$ cat src/rtl/led_pattern_ctrl.sv
// Bus-programmable sequencer for the 8-LED bank: static, blink, scroll and PWM patterns.
// A prescaler paces blink and scroll; writes to DATA or CTRL restart the running pattern.
module led_pattern_ctrl #(
  parameter int                  PERIOD_W       = 24,
  parameter logic [PERIOD_W-1:0] DEFAULT_PERIOD = 24'd999999
) (
  input  logic        clk,
  input  logic        reset,
  input  logic [3:0]  addr,
  input  logic        wr_en,
  input  logic [31:0] wdata,
  input  logic        rd_en,
  output logic [31:0] rdata,
  output logic [7:0]  led
);

  typedef enum logic [1:0] {
    MODE_STATIC = 2'b00,
    MODE_BLINK  = 2'b01,
    MODE_SCROLL = 2'b10,
    MODE_PWM    = 2'b11
  } mode_t;

  localparam logic [1:0] REG_DATA   = 2'd0;
  localparam logic [1:0] REG_CTRL   = 2'd1;
  localparam logic [1:0] REG_PERIOD = 2'd2;
  localparam logic [1:0] REG_DUTY   = 2'd3;

  logic [7:0]          r_pattern;
  logic                r_enable;
  mode_t               r_mode;
  logic [PERIOD_W-1:0] r_period;
  logic [7:0]          r_duty;
  logic [PERIOD_W-1:0] r_presc_cnt;
  logic                r_phase;
  logic [7:0]          r_shreg;
  logic [7:0]          r_pwm_cnt;

  logic                w_wr_data;
  logic                w_wr_ctrl;
  logic                w_wr_period;
  logic                w_wr_duty;
  logic                w_restart;
  logic                w_tick;
  logic [7:0]          w_new_pattern;
  logic [7:0]          w_led_next;
  logic [31:0]         w_rd_mux;
  logic                w_unused;

  assign w_wr_data     = wr_en && (addr[3:2] == REG_DATA);
  assign w_wr_ctrl     = wr_en && (addr[3:2] == REG_CTRL);
  assign w_wr_period   = wr_en && (addr[3:2] == REG_PERIOD);
  assign w_wr_duty     = wr_en && (addr[3:2] == REG_DUTY);
  assign w_restart     = w_wr_data || w_wr_ctrl;
  assign w_tick        = (r_presc_cnt == r_period);
  assign w_new_pattern = w_wr_data ? wdata[7:0] : r_pattern;
  assign w_unused      = ^{addr[1:0], wdata[31:8]};

  // LED value is a pure function of the current state; the register adds one edge of latency.
  always_comb begin
    w_led_next = 8'h00;
    if (r_enable) begin
      case (r_mode)
        MODE_STATIC: w_led_next = r_pattern;
        MODE_BLINK:  w_led_next = r_phase ? r_pattern : 8'h00;
        MODE_SCROLL: w_led_next = r_shreg;
        MODE_PWM:    w_led_next = (r_pwm_cnt < r_duty) ? r_pattern : 8'h00;
        default:     w_led_next = 8'h00;
      endcase
    end
  end

  always_comb begin
    w_rd_mux = 32'd0;
    case (addr[3:2])
      REG_DATA:   w_rd_mux = {24'd0, r_pattern};
      REG_CTRL:   w_rd_mux = {29'd0, r_mode, r_enable};
      REG_PERIOD: w_rd_mux = 32'(r_period);
      REG_DUTY:   w_rd_mux = {24'd0, r_duty};
      default:    w_rd_mux = 32'd0;
    endcase
  end

  always_ff @(posedge clk or posedge reset) begin
    if (reset) begin
      led         <= 8'h00;
      rdata       <= 32'd0;
      r_pattern   <= 8'h00;
      r_enable    <= 1'b0;
      r_mode      <= MODE_STATIC;
      r_period    <= DEFAULT_PERIOD;
      r_duty      <= 8'h00;
      r_presc_cnt <= '0;
      r_phase     <= 1'b1;
      r_shreg     <= 8'h00;
      r_pwm_cnt   <= 8'h00;
    end else begin
      led <= w_led_next;
      if (rd_en)
        rdata <= w_rd_mux;

      if (w_wr_data)
        r_pattern <= wdata[7:0];
      if (w_wr_ctrl) begin
        r_enable <= wdata[0];
        r_mode   <= mode_t'(wdata[2:1]);
      end
      if (w_wr_period)
        r_period <= wdata[PERIOD_W-1:0];
      if (w_wr_duty)
        r_duty <= wdata[7:0];

      // A restarting write or a PERIOD write in a tick cycle swallows that tick.
      if (!r_enable || w_restart) begin
        r_presc_cnt <= '0;
        r_pwm_cnt   <= 8'h00;
        r_phase     <= 1'b1;
        r_shreg     <= w_new_pattern;
      end else begin
        if (w_wr_period || w_tick)
          r_presc_cnt <= '0;
        else
          r_presc_cnt <= r_presc_cnt + 1'b1;

        if (r_mode == MODE_PWM)
          r_pwm_cnt <= r_pwm_cnt + 8'd1;

        if (w_tick && !w_wr_period) begin
          if (r_mode == MODE_BLINK)
            r_phase <= ~r_phase;
          if (r_mode == MODE_SCROLL)
            r_shreg <= {r_shreg[6:0], r_shreg[7]};
        end
      end
    end
  end

endmodule
$ cat config.mk
export PLATFORM = sky130hd
export DESIGN_NAME = led_pattern_ctrl
export DESIGN_NICKNAME = d
export VERILOG_FILES = /design/src/rtl/led_pattern_ctrl.sv
export SDC_FILE = /design/constraint.sdc
export NUM_CORES = 1
export LEC_CHECK = 0
export BUFFER_PORTS_ARGS = -buffer_cell sky130_fd_sc_hd__buf_2
export CORE_MARGIN = 2
export CORE_UTILIZATION = 45
export CTS_CLUSTER_DIAMETER = 100
export CTS_CLUSTER_SIZE = 24
export DETAILED_ROUTE_END_ITERATION = 16
export PLACE_DENSITY = 0.65
export SYNTH_ARGS = -nofsm -noshare
export SYNTH_HDL_FRONTEND = slang
export SYNTH_SLANG_ARGS = --single-unit
$ cat constraint.sdc
create_clock -name clk -period 7.69 [get_ports clk]
set_clock_uncertainty 0.2 [all_clocks]
set_input_delay 1.538 -clock clk [delete_from_list [all_inputs] [get_ports clk]]
set_output_delay 1.538 -clock clk [all_outputs]
set_load 0.02 [all_outputs]
After elaboration in Yosys (flattened, before gate mapping)
Index checks and enable logic that the tools add are counted.

operators by class
  $add $sub $neg = 2
  multipliers = 0
  div/mod/pow operators = 0
  order comparisons = 1
  equal/unequal tests = 7
  shift-type cells = 0
  multiplexer cells = 16
  bitwise operators = 1
  reduce and logical (&&, ||, !) cells = 18

operators with widths
  cell                     count
  $pmux W32 S4             1
  $mux W8                  9
  $mux W24                 2
  $pmux W8 S4              1
  $add A24 B1 Y24 const B  1
  $eq A24 B24 Y1           1
  $add A8 B1 Y8 const B    1
  $eq A2 B2 Y1 const B     4
  $lt A8 B8 Y1             1
  $reduce_bool A2 Y1       4
  $logic_and A1 B1 Y1      5
  $eq A2 B1 Y1 const B     2
  $logic_not A2 Y1         2
  $reduce_and A2 Y1        2
  $logic_or A1 B1 Y1       3
  $mux W1                  3
  $logic_not A1 Y1         2
  $not A1 Y1               1

storage, ports and cells
  register bits after elaboration = 124
  latch bits = 0
  RAM bits = 0
  memory bits (read-only) = 0
  input bits = 40
  logic and storage cells = 56
  memories kept = 0

Longest topological paths before layout
Gate-level depths: netlist of run 1.

  word-level depth = 6
  gate-level depth with buffers = 7
  mapped depth without buffers = 6

Worst setup path before layout of run 1
Ideal clock, no wire load.

  kind = input port to flip-flop
  from = input addr[2]
  to = register r_shreg[0]
  arrival time = 2.946 ns
  required time = 7.365 ns
  setup slack = 4.419 ns
  stages = 4
  path through = nand3b_1 > clkinv_1 > o41ai_4 > mux2_2

between the ends
  word-level cells in the longest chain between the ends = 6
  elaborated cells on any way between the ends = 15

RTL lines
  what                                                              line        text
  start, declared                                                   9           input logic [3:0] addr,
  $eq A2 B1 Y1, or another cell as far along                        51          assign w_wr_ctrl = wr_en && (addr[3:2] == REG_CTRL);
  $logic_and A1 B1 Y1, on equally long branches                     51, 50, 52
  $logic_or A1 B1 Y1 / $logic_not A1 Y1 (equally long branches)     54, 128
  $logic_or A1 B1 Y1 / $logic_and A1 B1 Y1 (equally long branches)  114, 128
  $reduce_bool A2 Y1 (no line)                                      --
  $reduce_and A2 Y1 (no line)                                       --
  end signal, assigned                                              118         r_shreg <= w_new_pattern;
  end signal, assigned                                              132         r_shreg <= {r_shreg[6:0], r_shreg[7]};
  end, declared                                                     36          logic [7:0] r_shreg;

Parallel ways exist; a longest one is shown, timed or not.
A chain may end at the register's enable or synchronous reset.

Worst setup path in the final report of run 1
Same ends and word-level chain as after synthesis.

==> reports/qor.yml, run 1 <==
run_status:
  outcome: "completed"
synthesis:
  synthArstFlopShare_pct: 100
  seq_area_frac_synth_pct: 50.8
  synthCells: 595
  yosysUniqueCellTypes: 44
  synth_seq_cells: 116
  synth_warnings: 0
  postSynthAreaPerCell_um2: 9.65
  synth_ff_type: "dfrtp_1"
  synth_edf_count: 0
  syn_area_um2: 5740
critical_path:
  critPathRequiredTime_ns: 7.78
  cp.arrival_ns: 4.18
  r2r_setup_slack_ns: 4.96
  cp-endpoint: "r_shreg[0]"
  critical-path-slowest-cell: "o41ai_4"
  cp_num_buf_inv: 3
  cp.depth: 6
  cp_max_fo: 27
  cp-end-kind: "flip-flop"
  reg2reg_from: "r_pwm_cnt[6]"
  cp-startpoint: "addr[2]"
  r2r_cells: 5
  r2r_end: "led[4]"
  critPathTopFamily: "buffers and inverters"
  crit_chain: "buf_2, nand3b_1, buf_4, clkinv_1, o41ai_4, mux2_2"
  critPathKind: "input pin to flip-flop"
  start_kind: "input pin"
  cp_slowest_stage_delay_ns: 0.85
timing:
  slew_viol_final: 0
  tightestPinTransition_ns: 1.14
  setup_violations: 0
  rsz0062_at_grt: "false"
  finalHoldViolations: 0
  fmax_mhz: 245
  min_period_over_period_pct: 53.2
  timing.slew.headroom_pct: 23.4
  period_minus_slack_ns: 4.09
  final.setup.tns_ns: 0
global_routing:
  antenna_found_initial: 0
  grt_overflow: 0
  first_global_vias: 4112
  grt_usage_pct: 20.9
  grt_max_degree: 66
  grt_pass1_wl_um: 21700
pwr:
  ir_worst_vdd_mv: 0.160
  p_leak_nw: 3.19
  cellPowerDensity_nw_per_um2: 283
  totalPowerFinal_mw: 1.91
cells_and_area:
  nets: 699
  fin_cells: 834
  design_area_um2: 6750
  syn_to_final_growth_pct: 17.6
  fillers: 1134
  antenna_cells: 0
  fin_util_pct: 53.9
  drive_gt1_share_pct: 21.6
placed_design:
  port-buffer-count: 61
  dp.cells: 803
  hpwlAfterDp_um: 9370
  dpl-instance-area_um2: 6140
  gp_congestion: 0.879
route:
  via_count: 4371
  wl_per_cell_um: 15.9
  drt_iter0_markers: 457
  first_pass_iters: 5
  vias_per_cell: 5.24
  drtAntennaViolNets: 0
  drc_errors: 0
  totalWireLength_um: 13200
cts:
  cts_max_level: 4
  cts.sinks: 116
  clk_latency_ns: 0.41
  cts_setup_buffers: 0
  cts_made_buffers: 17
  cts-root-buf: "clkbuf_16"
  clk_pin_slew_worst_paths_ns: 0.05
  cts_tree: "built"
  holdBufCountCts: 0
  clock_path_buffers: 2
  post_cts_resized: 0
hold_path:
  hp-class: "flip-flop to flip-flop"
floorplanning:
  coreArea_um2: 12500
  std_cell_rows: 41
  die_x_um: 117
  floorplan.initialDensity_pct: 45.9
  die_area_um2: 13700
  die_h_um: 117
  io_pins: 80
flow_run:
  max_cap_viol_count: 0
-- worst min-delay path: stages, from the launching register on --
cell	delay (ns)
dfstp_2	0.37
nand2_1	0.05
nand2_1	0.05
-- where the power goes --
part           switching (mW)  internal (mW)
sequential             0.0922          0.705
combinational           0.181          0.132
clock                   0.264          0.538
total                   0.538           1.38
-- Yosys cell counts, types with 3 or more instances --
| cell | n | area [µm²] |
|---|---|---|
| nor2_1 | 62 | 233 |
| nand2b_1 | 3 | 18.8 |
| nand4_1 | 9 | 56.3 |
| nand2_1 | 115 | 432 |
| ha_1 | 9 | 113 |
| nand3_1 | 20 | 100 |
| mux2_2 | 29 | 327 |
| and4_1 | 4 | 35.0 |
| clkbuf_1 | 23 | 86.3 |
| mux2i_1 | 11 | 110 |
| dfstp_2 | 13 | 342 |
| nand3b_1 | 3 | 22.5 |
| and2_1 | 3 | 18.8 |
| o21ai_0 | 29 | 145 |
| buf_4 | 8 | 60.1 |
| mux4_2 | 3 | 67.6 |
| dfrtp_1 | 103 | 2580 |
| a21oi_1 | 16 | 80.1 |
| nor4_1 | 13 | 81.3 |
| xor2_1 | 38 | 333 |
| o22ai_1 | 7 | 43.8 |
| inv_1 | 29 | 109 |
| nor2b_1 | 4 | 25.0 |
| xnor2_1 | 15 | 131 |
-- metrics by stage --
step / setup WS, ns / hold WS [ns]
finish: 3.60 / 0.275
detailed placement: 3.18 / 0.268
floorplan: 2.90 / 0.251
global route: 3.43 / 0.294
global placement: 3.26 / 0.269
CTS: 3.63 / 0.277
-- cells by family (layout without fill, tap and decap cells) --
group                    Yosys count  after routing  share of synthesized area [%]
AO/OA/AOI/OAI                     64             64                           6.65
XOR/XNOR                          53             53                           8.08
adder cells (fa/ha/maj)            9              9                           1.96
buffers and inverters             65            125                           4.92
flip-flops                       116            116                           50.8
multiplexers                      43             43                           8.78
other                              1              8                         0.0653
AND/OR/NAND/NOR                  244            244                           18.7
-- metal layers --
metal | GRT usage, % | part of all wire, % | vias to the layer above
met1 | 30.7 | 49 | 2135
met2 | 30.1 | 44 | 129
met3 | 4.89 | 5.5 | 18
met4 | 7.53 | 1.7 | 0
met5 | 0 | 0 | -
li1 | - | - | 2089
-- registers in the layout, indices dropped and copies added (netlist names) --
| signal | cells |
|---|---|
| r_presc_cnt | 24 |
| r_phase | 1 |
| r_enable | 1 |
| rdata | 24 |
| r_pwm_cnt | 8 |
| r_pattern | 8 |
| r_duty | 8 |
| r_shreg | 8 |
| r_period | 24 |
| led | 8 |
| r_mode | 2 |
-- worst min-delay path by stage --
stage                             end  cells past startpoint        start
after global placement    r_period[3]                      2  r_period[3]
final                     r_period[4]                      2  r_period[4]
after floorplan           r_period[0]                      2  r_period[0]
after global routing      r_period[0]                      2  r_period[0]
after CTS                 r_period[4]                      2  r_period[4]
after detailed placement  r_period[4]                      2  r_period[4]
-- layout make-up --
| class | instances | area [µm²] | share of cell area [%] |
|---|---|---|---|
| flip-flops and latches | 116 | 2920 | 43.2 |
| multi-input cells | 421 | 2570 | 38.0 |
| clock buffers | 21 | 480 | 7.12 |
| repair buffers | 64 | 328 | 4.85 |
| well taps | 172 | 215 | 3.19 |
| clock inverters | 10 | 129 | 1.91 |
| inverters | 30 | 115 | 1.70 |
-- cell usage in the layout, fill, tap and decap left out, types with 8 or more instances in the layout --
cell       instances
a21oi_1           16
buf_2             61
clkbuf_16         17
nand2_1          115
xor2_1            38
mux2_2            29
mux2i_1           11
inv_1             28
xnor2_1           15
conb_1             8
dfrtp_1          103
nor4_1            13
o21ai_0           29
nor2_1            62
dfstp_2           13
ha_1               9
nand4_1            9
nand3_1           20
(Power assumes the default switching activity.)
==> run 2, diff against run 1 <==
==> constraint.sdc (replaced) <==
create_clock -name clk -period 4.1 [get_ports clk]
set_clock_uncertainty 0.2 [all_clocks]
set_input_delay 0.82 -clock clk [delete_from_list [all_inputs] [get_ports clk]]
set_output_delay 0.82 -clock clk [all_outputs]
set_load 0.02 [all_outputs]
==> run 2 against run 1 <==
  * First-iteration DRC count down 5.5%
  * Worst setup slack worse by 2.2 ns
  * Utilization unchanged
  * Sequential cell count unchanged
  * Combinational power up 87%
  * Sequential share of layout area unchanged
  * Global-route usage down 0.28 points
  * Critical path type is now flip-flop to flip-flop
  * Critical endpoint is now led[4]
  * Highest routed layer unchanged
==> reports/qor.yml, run 2 (synthesis results as in run 1) <==
cells_and_area:
  antenna_cells: 0
  nets: 700
  drive_gt1_share_pct: 21.5
  syn_to_final_growth_pct: 17.6
  fin_util_pct: 53.9
  fillers: 1152
  reg.largest.list: "r_period (24), r_presc_cnt (24), rdata (24)"
  final_common_cell: "nand2_1"
  final_cell_mix: "nand2_1 (115), dfrtp_1 (103), nor2_1 (62), buf_2 (61), xor2_1 (38)"
pwr:
  ir_worst_vdd_mv: 0.301
  cellPowerDensity_nw_per_um2: 523
  p_leak_nw: 3.19
timing:
  final.setup.tns_ns: 0
  rsz0062_at_grt: "false"
  timing.slew.headroom_pct: 23.2
  hold_slack_ns: 0.285
  fmax_mhz: 372
  period_minus_slack_ns: 2.69
  min_period_over_period_pct: 65.6
  finalHoldViolations: 0
  setup_ws_ns: 1.41
  tightestPinTransition_ns: 1.15
  setup_violations: 0
  slew_viol_final: 0
cts:
  cts.sinks: 116
  post_cts_resized: 0
  cts-root-buf: "clkbuf_16"
  clk_pin_slew_worst_paths_ns: 0.05
  cts_max_level: 4
  clk_latency_ns: 0.41
  clock_path_buffers: 2
  holdBufCountCts: 0
  cts_made_buffers: 17
  cts_setup_buffers: 0
  cts_tree: "built"
floorplanning:
  coreArea_um2: 12500
  die_x_um: 117
  io_pins: 80
  std_cell_rows: 41
  die_h_um: 117
  die_area_um2: 13700
  floorplan.initialDensity_pct: 45.9
route:
  totalWireLength_um: 13000
  vias_per_cell: 5.14
  via_count: 4300
  wl_per_cell_um: 15.6
  drt_iter0_markers: 432
  drc_errors: 0
  first_pass_iters: 4
  drtAntennaViolNets: 0
global_routing:
  grt_pass1_wl_um: 21400
  grt_max_degree: 63
  grt_overflow: 0
  antenna_found_initial: 0
  first_global_vias: 4151
  grt_usage_pct: 20.6
flow_run:
  max_cap_viol_count: 0
critical_path:
  critPathRequiredTime_ns: 4.19
  start_kind: "flip-flop"
  crit_chain: "ha_1, a21o_1, a211oi_1, o311ai_0, a21oi_1"
  critical-path-slowest-cell: "a211oi_1"
  cp-end-kind: "flip-flop"
  critPathKind: "flip-flop to flip-flop"
  cp_slowest_stage_delay_ns: 0.94
  cp_max_fo: 8
  cp.arrival_ns: 2.78
hold_path:
  hp-class: "flip-flop to flip-flop"
placed_design:
  place_ws_ns: 1.02
  port-buffer-count: 61
  hpwlAfterDp_um: 9300
  gp_congestion: 0.844
run_status:
  outcome: "completed"
-- run 2: changes by cell type in the layout (fill, tap and decap cells not counted), sizes merged --
cell and change:
clkbuf +2, bufinv -1, buf +1, clkinv -1
clkinvlp +1
-- run 2: layout make-up --
class	count	area (µm²)	area share, %
sequential	116	2920	43.2
clock inverter	9	101	1.50
timing repair buffer	65	348	5.15
inverter	30	115	1.70
multi-input combinational	421	2570	38.0
clock buffer	23	488	7.23
tap	172	215	3.19
-- run 2: path summary, 6_finish.rpt --
path	start	to	slack [ns]	depth (start not counted)
min in group asynchronous	reset	r_pwm_cnt[3]	0.36	2
max reg2reg	r_pwm_cnt[6]	led[4]	1.41	5
min reg2reg	r_period[18]	r_period[18]	0.28	2
min	r_period[18]	r_period[18]	0.28	2
max	r_pwm_cnt[6]	led[4]	1.41	5
max in group asynchronous	reset	r_phase	2.53	3
-- run 2: power by group --
part	total, mW	internal, mW	switching (mW)
Combinational	0.587	0.250	0.338
Sequential	1.49	1.32	0.171
Clock	1.45	0.953	0.496
Total	3.53	2.53	1.00
-- run 2: through the flow --
stage / instances / total power [mW] / instance area (µm²)
5_1_grt: 836 / 3.70 / 6750
6_report: 836 / 3.53 / 6750
3_5_place_dp: 804 / 2.09 / 6160
2_1_floorplan: 602 / 1.89 / 5770
4_1_cts: 836 / 3.55 / 6750
3_3_place_gp: 804 / 2.08 / 6160
-- run 2: layer usage --
layer	track usage (%)	share of wire, %
met1	29.7	48
met2	30.8	45
met3	4.99	4.7
met4	6.51	1.5
met5	0	0
-- run 2: critical path, delay by kind of cell (launching register included) --
kind	cells	cell delay, ns
compound gates	4	1.62
flops	1	0.42
fa+ha+maj	1	0.33
==> run 3, diff against run 2 <==
==> constraint.sdc (replaced) <==
create_clock -name clk -period 2.7 [get_ports clk]
set_clock_uncertainty 0.2 [all_clocks]
set_input_delay 0.54 -clock clk [delete_from_list [all_inputs] [get_ports clk]]
set_output_delay 0.54 -clock clk [all_outputs]
set_load 0.02 [all_outputs]
==> run 3 against run 2 <==
  * Worst setup slack worse by 1.2 ns
  * Final cell count is 1.3% higher
  * Global-route usage is 0.49 points higher
  * Via count is 3.6% higher
  * Register-to-register slack worse by 1.2 ns
==> reports/qor.yml, run 3 (synthesis results as in run 1) <==
global_routing:
  grt_pass1_wl_um: 22100
  use_met3_pct: 4.43
  grt_max_degree: 45
  grtUsageMet2_pct: 31.7
  grt_usage_pct: 21.1
  first_global_vias: 4321
  grt_overflow: 0
  antenna_found_initial: 0
  gr-max-usage-layer: "met2"
  met1_usage_pct: 30.2
critical_path:
  cp-end-kind: "flip-flop"
  critPathKind: "flip-flop to flip-flop"
  critPathTopFamily: "simple AND/OR/NAND/NOR gates"
  critical-path-slowest-cell: "dfrtp_1"
  cp_num_buf_inv: 1
  cp_slowest_stage_delay_ns: 0.44
  crit_chain: "xor2_1, nor4_1, nand4_1, o41ai_4, buf_4, mux2_2"
  cp_max_fo: 8
  start_kind: "flip-flop"
  cp.arrival_ns: 2.55
  critPathRequiredTime_ns: 2.79
cells_and_area:
  fin_cells: 847
  reg.largest.list: "r_period (24), r_presc_cnt (24), rdata (24)"
  drive_gt1_share_pct: 22.7
  final_common_cell: "nand2_1"
  seq_area_um2: 2920
  antenna_cells: 0
  final_cell_mix: "nand2_1 (115), dfrtp_1 (103), nor2_1 (62), buf_2 (61), xor2_1 (38)"
  syn_to_final_growth_pct: 19.8
  fin_util_pct: 55.0
  fillers: 1107
  multi_input_comb_area_um2: 2570
  nets: 711
route:
  totalWireLength_um: 13500
  drtAntennaViolNets: 0
  wl_per_cell_um: 16.0
  drt_iter0_markers: 392
  vias_per_cell: 5.26
  via_count: 4456
  first_pass_iters: 5
  drc_errors: 0
pwr:
  totalPowerFinal_mw: 5.57
  ir_worst_vdd_mv: 0.442
  p_leak_nw: 3.25
  cellPowerDensity_nw_per_um2: 810
floorplanning:
  die_area_um2: 13700
  io_pins: 80
  floorplan.initialDensity_pct: 45.9
  coreArea_um2: 12500
  std_cell_rows: 41
  die_h_um: 117
  die_x_um: 117
timing:
  hold_slack_ns: 0.00307
  final.setup.tns_ns: 0
  setup_violations: 0
  rsz0062_at_grt: "false"
  slew_viol_final: 0
  min_period_over_period_pct: 91.0
  finalHoldViolations: 0
  fmax_mhz: 407
  tightestPinTransition_ns: 0.677
  period_minus_slack_ns: 2.46
  timing.slew.headroom_pct: 54.9
cts:
  cts_max_level: 4
  cts_made_buffers: 17
  cts_tree: "built"
  post_cts_resized: 0
  cts-root-buf: "clkbuf_16"
  clk_pin_slew_worst_paths_ns: 0.06
  clk_latency_ns: 0.41
  holdBufCountCts: 0
  clock_path_buffers: 2
  cts.sinks: 116
  cts_setup_buffers: 0
placed_design:
  gp_congestion: 0.872
  hpwlAfterDp_um: 9800
  dp.cells: 815
  port-buffer-count: 61
run_status:
  outcome: "completed"
hold_path:
  hp-class: "input pin to asynchronous set/reset pin"
flow_run:
  max_cap_viol_count: 0
==> run 3: changes by cell type in the layout (fill, tap and decap cells not counted) <==
| cell | change |
|---|---|
| clkinvlp_4 | +2 |
| buf_12 | +1 |
| inv_4 | -1 |
| clkinv_4 | -1 |
| bufinv_16 | +2 |
| buf_4 | +10 |
| clkbuf_1 | +1 |
| clkinv_2 | -1 |
| clkbuf_8 | -2 |
==> run 3: metrics by stage <==
| stage | setup WS (ns) | cell area, µm² |
|---|---|---|
| finish | 0.242 | 6880 |
| global route | 0.149 | 6880 |
| CTS | 0.239 | 6880 |
| detailed placement | 0.255 | 6260 |
| global placement | 0.276 | 6260 |
| floorplan | 0.380 | 5770 |
==> run 3: metal layers <==
metal	part of all wire (%)	vias to the layer above
li1	-	2107
met5	0	-
met4	1.9	0
met1	48	2189
met3	4.8	29
met2	45	131
==> run 3: cell type report <==
cell class	count	area share, %
Inverter	30	1.69
Sequential cell	116	42.4
Tap cell	172	3.13
Multi-Input combinational cell	421	37.3
Clock buffer	22	6.75
Clock inverter	10	2.26
Timing Repair Buffer	76	6.44
==> run 3: final timing paths <==
path	from	end	slack, ns	cells after the start
max	r_presc_cnt[15]	r_shreg[1]	0.24	6
min	reset	r_duty[6]	0.003	2
max reg2reg	r_presc_cnt[15]	r_shreg[1]	0.24	6
min reg2reg	r_period[5]	r_period[5]	0.28	2
max in group asynchronous	reset	r_period[17]	1.59	3
min in group clk	wdata[16]	r_period[16]	0.11	3
==> run 3: worst register-to-register path, stage by stage (launching register included) <==
cell     delay [ns]
dfrtp_1        0.44
xor2_1         0.19
nor4_1         0.29
nand4_1        0.29
o41ai_4        0.35
buf_4          0.23
mux2_2         0.35
==> run 3: where the power goes <==
group | leakage, nW | total, mW | switching [mW] | internal [mW]
logic | 1.48 | 0.971 | 0.565 | 0.407
registers | 1.46 | 2.24 | 0.230 | 2.01
clock network | 0.300 | 2.36 | 0.774 | 1.58
